## config.mk

```make
export PLATFORM = sky130hd
export DESIGN_NAME = wptr_full_ctrl
export DESIGN_NICKNAME = d
export VERILOG_FILES = /design/src/rtl/wptr_full_ctrl_pkg.sv /design/src/rtl/wptr_full_ctrl_gray2bin_conv.sv /design/src/rtl/wptr_full_ctrl.sv
export SDC_FILE = /design/constraint.sdc
export NUM_CORES = 1
export LEC_CHECK = 0
export CORE_MARGIN = 2
export CORE_UTILIZATION = 47
export CTS_CLUSTER_DIAMETER = 30
export CTS_CLUSTER_SIZE = 16
export DETAILED_ROUTE_END_ITERATION = 7
export PLACE_DENSITY = 0.78
export SETUP_SLACK_MARGIN = 0.3
export SYNTH_ARGS = -nofsm -noshare
export SYNTH_HDL_FRONTEND = slang
export SYNTH_SLANG_ARGS = --single-unit
```

## constraint.sdc

```tcl
create_clock -name wclk -period 2.6 [get_ports wclk]
set_input_delay 0.52 -clock wclk [delete_from_list [all_inputs] [get_ports wclk]]
set_output_delay 0.52 -clock wclk [all_outputs]
set_load 0.05 [all_outputs]
```

## src/rtl/wptr_full_ctrl_pkg.sv

```systemverilog
// Shared async-FIFO definitions: default address width, depth and Gray-code helpers.
// Used by wptr_full_ctrl (optional almost-full flag enabled with WFULL_ALMOST_EN).
package wptr_full_ctrl_pkg;

  localparam int ADDRSIZE_DEF  = 4;
  localparam int AF_MARGIN_DEF = 2;

  function automatic int fifo_depth(input int addrsize);
    return 1 << addrsize;
  endfunction

  function automatic logic [31:0] bin2gray(input logic [31:0] b);
    return b ^ (b >> 1);
  endfunction

  // Prefix XOR from the MSB down; zero-extended inputs convert correctly.
  function automatic logic [31:0] gray2bin(input logic [31:0] g);
    logic [31:0] b;
    b[31] = g[31];
    for (int i = 30; i >= 0; i--) begin
      b[i] = b[i+1] ^ g[i];
    end
    return b;
  endfunction

endpackage

```

## src/rtl/wptr_full_ctrl_gray2bin_conv.sv

```systemverilog
// Combinational Gray-to-binary converter, W bits wide.
// Each binary bit is the XOR of all Gray bits at or above its position.
module gray2bin_conv #(
  parameter int W = 5
) (
  input  logic [W-1:0] gray,
  output logic [W-1:0] bin
);

  for (genvar i = 0; i < W; i++) begin : g_bit
    assign bin[i] = ^gray[W-1:i];
  end

endmodule

```

## src/rtl/wptr_full_ctrl.sv

```systemverilog
// Write-side pointer/full controller of the dual-clock FIFO (binary + Gray pointers, count, overflow).
// Define WFULL_ALMOST_EN to add the registered walmost_full output.
module wptr_full_ctrl
  import wptr_full_ctrl_pkg::*;
#(
  parameter int ADDRSIZE  = ADDRSIZE_DEF,
  parameter int AF_MARGIN = AF_MARGIN_DEF
) (
  input  logic                wclk,
  input  logic                wrst,
  input  logic                winc,
  input  logic [ADDRSIZE:0]   wq2_rptr,
  input  logic                ovf_clr,
  output logic [ADDRSIZE-1:0] waddr,
  output logic [ADDRSIZE:0]   wptr,
  output logic                wfull,
  output logic [ADDRSIZE:0]   wcount,
  output logic                wovf
`ifdef WFULL_ALMOST_EN
  ,
  output logic                walmost_full
`endif
);

  localparam int PW    = ADDRSIZE + 1;
  localparam int DEPTH = fifo_depth(ADDRSIZE);

  if (ADDRSIZE < 2 || AF_MARGIN < 0 || AF_MARGIN > DEPTH) begin : g_bad_params
    $error("wptr_full_ctrl: ADDRSIZE must be >= 2 and AF_MARGIN within 0..depth");
  end

  // Handshake: a write is accepted on a wclk edge where winc=1 and wfull=0;
  // winc with wfull=1 is dropped and only raises wovf.
  logic          wacc;
  logic [PW-1:0] wbin;
  logic [PW-1:0] wbnext;
  logic [PW-1:0] wgnext;
  logic [PW-1:0] rbin_s;
  logic [PW-1:0] full_ptr;
  logic [PW-1:0] wcount_next;

  gray2bin_conv #(.W(PW)) u_rptr_conv (
    .gray (wq2_rptr),
    .bin  (rbin_s)
  );

  assign wacc        = winc & ~wfull;
  assign wbnext      = wbin + PW'(wacc);
  assign wgnext      = PW'(bin2gray(32'(wbnext)));
  // Full when the write pointer has lapped the read pointer exactly once.
  assign full_ptr    = {~wq2_rptr[ADDRSIZE:ADDRSIZE-1], wq2_rptr[ADDRSIZE-2:0]};
  assign wcount_next = wbnext - rbin_s;
  assign waddr       = wbin[ADDRSIZE-1:0];

`ifdef WFULL_ALMOST_EN
  logic walmost_next;
  assign walmost_next = (wcount_next >= PW'(DEPTH - AF_MARGIN));
`endif

  always_ff @(posedge wclk or posedge wrst) begin
    if (wrst) begin
      wbin   <= '0;
      wptr   <= '0;
      wfull  <= 1'b0;
      wcount <= '0;
      wovf   <= 1'b0;
`ifdef WFULL_ALMOST_EN
      walmost_full <= 1'b0;
`endif
    end else begin
      wbin   <= wbnext;
      wptr   <= wgnext;
      wfull  <= (wgnext == full_ptr);
      wcount <= wcount_next;
      // Set has priority over clear so a drop is never lost.
      if (winc && wfull) begin
        wovf <= 1'b1;
      end else if (ovf_clr) begin
        wovf <= 1'b0;
      end
`ifdef WFULL_ALMOST_EN
      walmost_full <= walmost_next;
`endif
    end
  end

endmodule

```

==> reports/metrics.yaml <==
status: "completed"
cts_hold_buf: 0
endpoint_kind: "flop"
synthTopCellsByArea: "dfrtp_1 (42%), xnor2_1 (8.4%), xor2_1 (8.4%)"
r2r_end: "wcount[4]"
r2r_slack_ps: 540
fin_crit_sh_pct: 88.7
finalNetCount: 143
antenna_cells: 0
die_x_um: 48.8
fin_area_um2: 1440
maxSlewViolCount: 0
wl_um: 2040
yosys.area.top_type: "dfrtp_1"
maxCapViolCount: 0
clock_latency_ps: 290
clkTransAtPathRegs_ps: 90
fin_cells: 154
grt_pass1_wl_um: 3650
fin_util_pct: 74.8
dp.cells: 147
endpoint: "wcount[4]"
vias_per_cell: 4.89
tritoncts: "done"
grt_use_met1_pct: 24.6
synth_common_cells: "dfrtp_1 (16), inv_1 (12), xnor2_1 (9), xor2_1 (9), ha_1 (5)"
worst_slew_pin_slew_ps: 598
syn_area_um2: 942
cts.path.max_buffers: 2
grt_max_degree: 17
drt_pass1_iterations: 4
rsz0062_at_grt: "true"
max_clock_freq_mhz: 433
synthesis.nets: 95
r2r_start: "wfull"
grt.busiest_layer: "met2"
hold_slack_ps: 523
ios: 25
reg2reg_depth: 8
cts_root_buf: "clkbuf_4"
async_reset_ff_share_pct: 100
critPathLaunchType: "primary input"
postRouteAntennaNets: 0
drive_above_1_share_pct: 29.9
synthCells: 80
grt_overflow: 0
grt_use_met3_pct: 3.99
coreArea_um2: 1920
die_h_um: 48.8
drc: 0
hold_path_class: "reg2reg"
numCtsBuffers: 3
cts_max_level: 1
worstHoldStart: "wfull"
area_growth_syn_to_layout_pct: 52.6
relSlewSlack_pct: 60.1
synth_top_cell_area_share_pct: 42.5
critPathKind: "in2reg"
num_rows: 16
finalSetupViolCount: 0
dp_hpwl_um: 1590
place_congestion: 0.776
yosysSeqAreaShare_pct: 42.5
drtIter0Drc: 12
ys_types: 25
final-hold-violation-count: 0
die_area_um2: 2380
clkSinkCount: 16
synth_edf_count: 0
cp_max_fo: 2
grt_usage_pct: 20.2
synth.most_common_cell: "dfrtp_1"
vias: 753
cp.required_ps: 2770
ys_ff_latch: 16
synth_flop_cell: "dfrtp_1"
dpl_cell_area_um2: 1360
routedWlPerCell_um: 13.3
skew_ps: 1.29
grt_pass1_vias: 843
syn_area_per_cell_um2: 11.8
ys_warn_count: 0
antenna_found_initial: 0
final.min_clock_period_ps: 2310
arrival_ps: 2470
startpoint: "wq2_rptr[3]"
start_util_pct: 49.0
io_buffers: 24
grtUsageMet2_pct: 33.8
routing by layer:
metal / vias up / wire [µm]
li1: 363 / -
met1: 358 / 848
met2: 26 / 1030
met3: 6 / 98
met4: 0 / 65
met5: - / 0
state kept, by name (all words and copies together) (netlist names):
| register | cells |
|---|---|
| wfull | 1 |
| wovf | 1 |
| wptr | 4 |
| wbin | 5 |
| wcount | 5 |
through the flow:
step                TNS (ps)  worst slack (ps)
global placement        -870              -486
CTS                        0               302
finish                     0               293
detailed placement      -995              -525
floorplan              -5.29             -5.29
global route               0               234
area by class of cell:
class / instances / area [µm²]
Sequential cell: 16 / 403
Fill cell: 141 / 484
Multi-Input combinational cell: 51 / 527
Timing Repair Buffer: 44 / 393
Inverter: 12 / 45.0
Clock buffer: 4 / 36.3
Tap cell: 27 / 33.8
worst min path at each step:
stage / slack (ps) / to / cells past startpoint
4_1_cts: 530 / wovf / 2
3_5_place_dp: 510 / wovf / 2
2_1_floorplan: 430 / wbin[1] / 1
3_3_place_gp: 490 / wovf / 2
5_1_grt: 590 / wovf / 2
6_report: 520 / wovf / 2
layout by cell type (no fill, tap or decap):
cell,Yosys,routed
a2111oi_2,1,1
a21boi_1,0,1
a21o_1,1,1
a221oi_1,2,1
a221oi_2,0,1
a32oi_1,1,1
and3_2,1,1
and3b_1,1,1
buf_4,0,20
buf_6,0,2
clkbuf_4,0,3
clkbuf_8,0,1
clkdlybuf4s15_1,0,1
clkdlybuf4s50_1,0,18
dfrtp_1,16,14
dfrtp_2,0,2
dlygate4sd2_1,0,2
dlymetal6s2s_1,0,1
fa_2,0,1
ha_1,5,2
ha_2,0,2
ha_4,0,1
inv_1,12,12
nand2_1,3,3
nand3_1,3,3
nor2b_1,2,2
o211ai_1,1,1
o21ai_0,2,2
o22ai_1,1,1
o2bb2ai_1,1,1
or3_1,2,2
xnor2_1,9,9
xnor2_4,1,1
xnor3_1,2,2
xnor3_2,1,1
xor2_1,9,8
xor2_2,0,1
kinds of logic after synthesis:
kind of cell               share of synthesized area [%]
AOI/OAI and AO/OA                                   9.43
xor gates and xnor gates                            27.0
and+or+nand+nor                                     7.17
adders and majority gates                           8.77
buffers and inverters                               5.18
DFF                                                 42.5
critical path, stage by stage:
cell	delay, ps
buf_6	70
xnor3_2	440
xor2_2	170
xnor2_1	140
ha_2	190
fa_2	330
or3_1	300
a32oi_1	200
o22ai_1	100
timing repair:
item                       in CTS  in global routing
gates resized for setup        17                  2
setup endpoints to repair       5                  3
setup buffers                   3                  0
pin swaps                       9                  0
gates cloned                    0                  0
Power is not shown: default switching activity piles up to over one toggle a cycle in this logic, so the estimate is an artifact.
